===== src/rtl/pipe_ctrl_pkg.sv =====
// rtl/pipe_ctrl_pkg.sv - state encodings and hazard helper for the pipeline control unit
package pipe_ctrl_pkg;

  localparam int PCTRL_CNT_W = 3;

  typedef enum logic [1:0] {
    PCTRL_ST_RUN      = 2'd0,
    PCTRL_ST_LU_STALL = 2'd1,
    PCTRL_ST_FLUSH    = 2'd2
  } pctrl_state_e;

  // A load in EX feeding either source of the instruction in ID; x0 never creates a dependency.
  function automatic logic is_load_use(input logic       ex_load,
                                       input logic [4:0] ex_rd,
                                       input logic [4:0] id_rs1,
                                       input logic [4:0] id_rs2);
    return ex_load && (ex_rd != 5'd0) && ((ex_rd == id_rs1) || (ex_rd == id_rs2));
  endfunction

endpackage


===== src/rtl/pctrl_cnt.sv =====
// rtl/pctrl_cnt.sv - loadable down-counter shared by the stall and flush sequences
module pctrl_cnt
  import pipe_ctrl_pkg::*;
#(
  parameter int W = PCTRL_CNT_W
) (
  input  logic         clk,
  input  logic         rst_n,
  input  logic         load,
  input  logic [W-1:0] load_val,
  input  logic         dec,
  input  logic         hold,
  output logic         is_one
);

  logic [W-1:0] cnt;

  always_ff @(posedge clk or negedge rst_n) begin
    if (!rst_n) begin
      cnt <= '0;
    end else if (hold) begin
      cnt <= cnt;
    end else if (load) begin
      cnt <= load_val;
    end else if (dec && (cnt != '0)) begin
      cnt <= cnt - 1'b1;
    end
  end

  assign is_one = (cnt == W'(1));

endmodule


===== src/rtl/pipe_ctrl.sv =====
// rtl/pipe_ctrl.sv - RV32I pipeline hold/flush/redirect control; PIPE_CTRL_PERF_EN adds stall/flush counters
module pipe_ctrl
  import pipe_ctrl_pkg::*;
#(
  parameter int LU_STALL_CYCLES = 1,
  parameter int FLUSH_CYCLES    = 1,
  parameter int WAIT_CNT_W      = 8
) (
  input  logic        clk,
  input  logic        rst_n,
  input  logic [4:0]  id_rs1_addr_i,
  input  logic [4:0]  id_rs2_addr_i,
  input  logic [4:0]  ex_rd_addr_i,
  input  logic        ex_mem_re_i,
  input  logic        ex_jump_i,
  input  logic [31:0] ex_jump_addr_i,
  input  logic        mem_req_i,
  input  logic        mem_ack_i,
  output logic        pc_hold_o,
  output logic        pc_jump_o,
  output logic [31:0] pc_jump_addr_o,
  output logic        if_id_hold_o,
  output logic        id_ex_hold_o,
  output logic        ex_mem_hold_o,
  output logic        if_id_flush_o,
  output logic        id_ex_flush_o,
  output logic        mem_wb_bubble_o,
  output logic        err_o,
`ifdef PIPE_CTRL_PERF_EN
  output logic [31:0] perf_stall_cnt_o,
  output logic [31:0] perf_flush_cnt_o,
  output logic [1:0]  state_o
`else
  output logic [1:0]  state_o
`endif
);

  localparam logic [WAIT_CNT_W-1:0] WAIT_MAX = '1;

  pctrl_state_e state, next_state;
  logic freeze, hazard;
  logic cnt_load, cnt_dec, cnt_is_one;
  logic [PCTRL_CNT_W-1:0] cnt_load_val;
  logic pc_hold, pc_jump, if_id_hold, id_ex_hold, ex_mem_hold;
  logic if_id_flush, id_ex_flush, mem_wb_bubble;
  logic [WAIT_CNT_W-1:0] wait_cnt;
  logic err;

  assign freeze = mem_req_i & ~mem_ack_i;
  assign hazard = is_load_use(ex_mem_re_i, ex_rd_addr_i, id_rs1_addr_i, id_rs2_addr_i);

  always_ff @(posedge clk or negedge rst_n) begin
    if (!rst_n) state <= PCTRL_ST_RUN;
    else        state <= next_state;
  end

  always_comb begin
    next_state    = state;
    cnt_load      = 1'b0;
    cnt_load_val  = '0;
    cnt_dec       = 1'b0;
    pc_hold       = 1'b0;
    pc_jump       = 1'b0;
    if_id_hold    = 1'b0;
    id_ex_hold    = 1'b0;
    ex_mem_hold   = 1'b0;
    if_id_flush   = 1'b0;
    id_ex_flush   = 1'b0;
    mem_wb_bubble = 1'b0;
    if (freeze) begin
      pc_hold       = 1'b1;
      if_id_hold    = 1'b1;
      id_ex_hold    = 1'b1;
      ex_mem_hold   = 1'b1;
      mem_wb_bubble = 1'b1;
    end else if (ex_jump_i) begin
      // A redirect wins in every state, including aborting a stall or restarting a flush.
      pc_jump     = 1'b1;
      if_id_flush = 1'b1;
      id_ex_flush = 1'b1;
      if (FLUSH_CYCLES > 0) begin
        cnt_load     = 1'b1;
        cnt_load_val = PCTRL_CNT_W'(FLUSH_CYCLES);
        next_state   = PCTRL_ST_FLUSH;
      end else begin
        next_state = PCTRL_ST_RUN;
      end
    end else begin
      case (state)
        PCTRL_ST_RUN: begin
          if (hazard) begin
            pc_hold     = 1'b1;
            if_id_hold  = 1'b1;
            id_ex_flush = 1'b1;
            if (LU_STALL_CYCLES > 1) begin
              cnt_load     = 1'b1;
              cnt_load_val = PCTRL_CNT_W'(LU_STALL_CYCLES - 1);
              next_state   = PCTRL_ST_LU_STALL;
            end
          end
        end
        PCTRL_ST_LU_STALL: begin
          pc_hold     = 1'b1;
          if_id_hold  = 1'b1;
          id_ex_flush = 1'b1;
          cnt_dec     = 1'b1;
          if (cnt_is_one) next_state = PCTRL_ST_RUN;
        end
        PCTRL_ST_FLUSH: begin
          if_id_flush = 1'b1;
          cnt_dec     = 1'b1;
          if (cnt_is_one) next_state = PCTRL_ST_RUN;
        end
        default: next_state = PCTRL_ST_RUN;
      endcase
    end
  end

  pctrl_cnt #(.W(PCTRL_CNT_W)) u_cnt (
    .clk      (clk),
    .rst_n    (rst_n),
    .load     (cnt_load),
    .load_val (cnt_load_val),
    .dec      (cnt_dec),
    .hold     (freeze),
    .is_one   (cnt_is_one)
  );

  // Counts consecutive frozen cycles; saturates so a hung memory keeps err set without wrapping.
  always_ff @(posedge clk or negedge rst_n) begin
    if (!rst_n) begin
      wait_cnt <= '0;
      err      <= 1'b0;
    end else if (freeze) begin
      if (wait_cnt != WAIT_MAX) wait_cnt <= wait_cnt + 1'b1;
      if (wait_cnt == WAIT_MAX - 1'b1) err <= 1'b1;
    end else begin
      wait_cnt <= '0;
    end
  end

  assign pc_hold_o       = rst_n & pc_hold;
  assign pc_jump_o       = rst_n & pc_jump;
  assign pc_jump_addr_o  = (rst_n & pc_jump) ? ex_jump_addr_i : 32'd0;
  assign if_id_hold_o    = rst_n & if_id_hold;
  assign id_ex_hold_o    = rst_n & id_ex_hold;
  assign ex_mem_hold_o   = rst_n & ex_mem_hold;
  assign if_id_flush_o   = rst_n & if_id_flush;
  assign id_ex_flush_o   = rst_n & id_ex_flush;
  assign mem_wb_bubble_o = rst_n & mem_wb_bubble;
  assign err_o           = rst_n & err;
  assign state_o         = rst_n ? state : PCTRL_ST_RUN;

`ifdef PIPE_CTRL_PERF_EN
  always_ff @(posedge clk or negedge rst_n) begin
    if (!rst_n) begin
      perf_stall_cnt_o <= '0;
      perf_flush_cnt_o <= '0;
    end else begin
      if (pc_hold && (perf_stall_cnt_o != 32'hFFFF_FFFF)) perf_stall_cnt_o <= perf_stall_cnt_o + 1'b1;
      if (if_id_flush && (perf_flush_cnt_o != 32'hFFFF_FFFF)) perf_flush_cnt_o <= perf_flush_cnt_o + 1'b1;
    end
  end
`endif

endmodule


===== config.mk =====
export PLATFORM = sky130hd
export DESIGN_NAME = pipe_ctrl
export DESIGN_NICKNAME = d
export VERILOG_FILES = /design/src/rtl/pipe_ctrl_pkg.sv /design/src/rtl/pctrl_cnt.sv /design/src/rtl/pipe_ctrl.sv
export SDC_FILE = /design/constraint.sdc
export NUM_CORES = 1
export LEC_CHECK = 0
export ABC_AREA = 1
export BUFFER_PORTS_ARGS = -buffer_cell sky130_fd_sc_hd__buf_2
export CAP_MARGIN = 5
export CORE_ASPECT_RATIO = 0.6
export CORE_MARGIN = 1
export CORE_UTILIZATION = 30
export DETAILED_ROUTE_END_ITERATION = 12
export PLACE_DENSITY = 0.59
export SLEW_MARGIN = 20
export SYNTH_ARGS = -nofsm -noshare
export SYNTH_HDL_FRONTEND = slang
export SYNTH_SLANG_ARGS = --single-unit

===== constraint.sdc =====
create_clock -name clk -period 2.45 [get_ports clk]
set_input_delay 0.3675 -clock clk [delete_from_list [all_inputs] [get_ports clk]]
set_output_delay 0.3675 -clock clk [all_outputs]
set_load 0.01 [all_outputs]

Yosys cells after proc, flatten, opt, wreduce, memory -nomap -nowiden --
Index checks and enable logic that the tools add are counted.
Word-level totals: register bits 14, input port bits 53, output and inout bits 43, logic and storage cells 62
Cells by class: $add $sub $neg 2, equality and inequality tests 10, multiplexer cells 25, bitwise logic cells 9, reduce and logical (&&, ||, !) cells 12
Operators by type and width (count):
- 32-bit 2-to-1 mux | 1
- 8-bit 2-to-1 mux | 2
- 1-bit 2-to-1 mux | 15
- 5-bit == test | 2
- 8-bit by 1-bit adder with 8-bit output, second input constant | 1
- 8-bit == test, second input constant | 1
- 8-bit inequality test, second input constant | 1
- 1-bit bitwise AND | 7
- 2-bit 2-to-1 mux | 3
- 3-bit 2-to-1 mux | 2
- 5-bit nonzero test | 1
- 2-bit case mux with 2 select lines | 1
- 2-bit AND reduction | 2
- 3-bit by 1-bit == test with 1-bit output, second input constant | 1
- 1-bit logical AND | 3
- 3-bit by 1-bit inequality test with 1-bit output, second input constant | 1
- 3-bit AND reduction | 1
- 3-bit nonzero test | 1
- 3-bit by 1-bit subtractor with 3-bit output, second input constant | 1
- 2-bit by 1-bit == test with 1-bit output, second input constant | 1
- 2-bit == test, second input constant | 1
- 2-bit zero test | 1
- 2-bit by 1-bit inequality test with 1-bit output, second input constant | 1
- 2-bit inequality test, second input constant | 1
- 5 further kinds | 6

Longest topological paths before layout --
word-level depth 8, mapped depth 9, mapped depth without buffers 8

Cells and area by module --
Synthesis repeated with hierarchy kept, for this count alone.
Unflattened totals: cells, all modules 236, area total of the unflattened synthesis 1378.8 um^2
Modules (own cells, without submodules):
- pipe_ctrl | instances 1, cells an instance 200, area each 1138.6 um^2, seq. area each 250.2 um^2
- pctrl_cnt | instances 1, cells an instance 36, area each 240.2 um^2, seq. area each 75.1 um^2

Worst setup path before layout --
OpenSTA, ideal clock, no wires.
kind input-to-output, start point in mem_req_i, end point out pc_hold_o, arrival time 1.190 ns, slack 0.893 ns, stages on the path 7, path buffers 1, cell sequence inv_1 -> nor2_4 -> inv_2 -> nor2_1 -> inv_1 -> nand2_1 -> buf_4
On the way: word-level cells in the longest chain between the ends 3
RTL lines:
- start: declaration | RTL line pipe_ctrl.sv:17 | input logic mem_req_i,
- 1-bit bitwise AND | RTL line pipe_ctrl.sv:49 | assign freeze = mem_req_i & ~mem_ack_i;
- 1-bit 2-to-1 mux
- 1-bit bitwise AND
- end: declaration | RTL line pipe_ctrl.sv:19 | output logic pc_hold_o,
Every way passes these cells.

Worst setup path in the final report --
start point in mem_ack_i, end point out id_ex_flush_o
On the way: word-level cells in the longest chain between the ends 4
RTL lines:
- start: declaration | RTL line pipe_ctrl.sv:18 | input logic mem_ack_i,
- 1-bit inverter | RTL line pipe_ctrl.sv:49
- 1-bit bitwise AND | RTL line pipe_ctrl.sv:49
- 1-bit 2-to-1 mux | RTL line pipe_ctrl.sv:70 | if (freeze) begin
- 1-bit bitwise AND | RTL line pipe_ctrl.sv:149 | assign id_ex_flush_o = rst_n & id_ex_flush;
- end: declaration | RTL line pipe_ctrl.sv:26 | output logic id_ex_flush_o,
Every way passes these cells.

==> summary.md <==
| Metric | Value |
|---|---|
| R2R setup slack | 1140 ps |
| Largest net degree at the start of global routing | 35 |
| Layout cells sized above 1 | 36.3% |
| CTS tree | built |
| Fill cells | 466 |
| Pins Over Slew Limit | 0 |
| Clk buf depth | 2 |
| Drt wl/cell | 9.34 um |
| Largest family of logic cells by synthesized area | simple AND/OR/NAND/NOR gates |
| Slew @ Worst Pin | 525 ps |
| Syn Inst Count | 222 |
| GRT overflow | 0 |
| Crit path required time | 2080 ps |
| Sink Count | 13 |
| Layout Area Growth over Synthesis | 40.6% |
| Worst path bufs/invs | 4 |
| Critical Path Max Stage Delay | 390 ps |
| Diodes inserted | 0 |
| Adder-Cell Fraction of Synth Area | 4.72% |
| Worst Setup Start Kind | input pin |
| Setup Skew | 6.29 ps |
| Placer Congestion | 0.822 |
| Xor/xnor cell area share of the yosys netlist | 2.64% |
| First-pass GRT wire length | 5740 um |
| RSZ-0062 raised after global routing | false |
| Post-DP HPWL | 2880 um |
| Worst hold path class | in -> async |
| Die X | 87.8 um |
| Most common cell after layout, fill and taps aside | buf_2 |
| Simple-gate share of the synthesized area | 36.8% |
| Post-synth cell types | 28 |
| Tcrit/Tclk final | 74.5% |
| Syn. warnings | 0 |
| Final setup violation count | 0 |
| Final ANT Viol Nets | 0 |
| Ports | 96 |
| Syn_area_per_cell | 5.97 um2 |
| Mapped cell area | 0.00133 mm2 |
| Row cnt | 18 |
| Synth Area in Compound Gates | 7.08% |
| Critical Path, Cell by Cell | buf_2 > nor2_4 > inv_2 > nand2_2 > nor2_4 > inv_2 > nand2_1 > buf_2 |
| Initial antenna violation count | 0 |
| Drc violations | 0 |
| Multiplexer share of the synthesized area | 0% |
| Crit path max fanout | 34 |
| Clock transition at path regs | 60 ps |
| Initial Util | 31.8% |
| Critical R2R Launch | wait_cnt[1]$_DFFE_PN0P_ |
| Port Buffers | 94 |
| Initial drt markers | 33 |
| Crit. End Element | primary output |
| R2r endpoint | wait_cnt[6]$_DFFE_PN0P_ |
| VDD IR max | 0.236 mV |
| Drt pass-1 iters | 4 |
| Clk_lat worst skew | 240 ps |
| WS Path Type | in -> out |
| Total CTS buffers | 3 |
| CTS root buf | clkbuf_8 |
| H-tree depth | 1 |
| Max-Cap Viols | 0 |
| Status | complete, no violations |
| Slew headroom | 64.9% |
| Final hold slack | 83.3 ps |
| Aggregate routed wire length | 3490 um |
| Seq cells post-synth | 13 |
| Post-CTS Setup Bufs | 0 |
| CTS resizes | 0 |
| Setup TNS | 0 ps |
| Vias in the first global route | 1309 |
| Register-to-Register Path Depth | 7 |
| Worst Path Arrival | 1460 ps |
| Layout Nets | 373 |
| Slowest CP cell | inv_2 |
| Max Freq | 0.548 GHz |
| Leakage | 1.34 nW |
| Overall routing resource usage | 15.9% |
| Hold Fails Final Rpt | 0 |
| Die area | 0.00470 mm2 |
| Pwr dens | 405 mW/mm2 |
| Crit path time final | 1820 ps |
| Seq/Total Area, Yosys | 24.5% |
| Total power | 0.000754 W |
| Vert. Die Dim | 53.5 um |
| Most frequent cells in the layout | buf_2 (94), inv_1 (62), nor2_1 (47) |
| Via Count | 1514 |
| Core box area | 0.00417 mm2 |
| CTS Hold Buffers Added | 0 |
| Vias per inst | 4.05 |
| Kind of cell adding the most delay to the critical path | buffers and inverters |
| Synth Net Count | 280 |
==> Yosys cell counts (all sizes together) <==
library cell | n | area share [%]
inv | 65 | 18
nor2 | 49 | 15
nand2 | 44 | 13
dfrtp | 13 | 25
nand3 | 10 | 3.8
buf | 8 | 5.2
o21ai | 6 | 2.5
ha | 5 | 4.7
a21oi | 4 | 1.5
nor3 | 4 | 3.2
a31oi | 2 | 0.94
nand4 | 2 | 0.94
xnor2 | 2 | 1.3
xor2 | 2 | 1.3
a211oi | 1 | 0.94
clkinv | 1 | 0.38
conb | 1 | 0.28
o21bai | 1 | 0.57
o31ai | 1 | 0.57
or2 | 1 | 0.47
==> metal layers <==
layer  vias up  routed length, um  track usage (%)
met5         -                  0                0
met4         0                 10             2.19
met3         2                239             2.96
met2        58               1530             27.6
met1       638               1710             21.0
li1        816                  -                -
==> report_power, final <==
part	switching, W	internal [W]	total [W]
Combinational	0.000174	0.000128	0.000302
Sequential	0.0000235	0.000244	0.000267
Clock	0.0000730	0.000112	0.000185
Total	0.000270	0.000484	0.000754
==> how the worst max path moves through the flow <==
stage | from | end | slack [ps] | cells past startpoint
final | mem_ack_i | id_ex_flush_o | 630 | 8
after global routing | mem_ack_i | if_id_flush_o | 480 | 8
after CTS | mem_ack_i | pc_jump_addr_o[31] | 590 | 8
after detailed placement | mem_ack_i | pc_jump_addr_o[31] | 590 | 8
after global placement | mem_ack_i | pc_jump_addr_o[31] | 630 | 8
after floorplan | mem_req_i | pc_hold_o | 890 | 7
==> registers in the layout, indices dropped and copies added (netlist names) <==
| name | cells |
|---|---|
| state | 1 |
| u_cnt.cnt | 3 |
| err | 1 |
| wait_cnt | 8 |
==> kinds of logic (layout without fill, tap and decap cells) <==
kind of cell    after synthesis  after routing
simple gates                110            110
flops                        13             13
xor+xnor                      4              4
buf+inv                      74            166
compound gates               15             15
other cells                   1              1
fa+ha+maj                     5              5
==> cell type report <==
type / instances / area, um2 / area share (%)
inverters: 66 / 249 / 13.4
well taps: 60 / 75.1 / 4.03
flip-flops and latches: 13 / 325 / 17.4
clock buffers: 3 / 41.3 / 2.21
multi-input cells: 135 / 683 / 36.6
repair buffers: 96 / 485 / 26.0
clock inverters: 1 / 5.00 / 0.268
==> through the flow <==
stage | instances | setup WS, ps | util (%) | instance area (um2)
6_report | 374 | 626 | 44.7 | 1860
5_1_grt | 374 | 483 | 44.7 | 1860
4_1_cts | 374 | 589 | 44.7 | 1860
3_5_place_dp | 370 | 593 | 43.6 | 1820
3_3_place_gp | 370 | 625 | 43.6 | 1820
2_1_floorplan | 222 | 893 | - | 1330
Note: power is estimated with default switching activity, not from simulation.
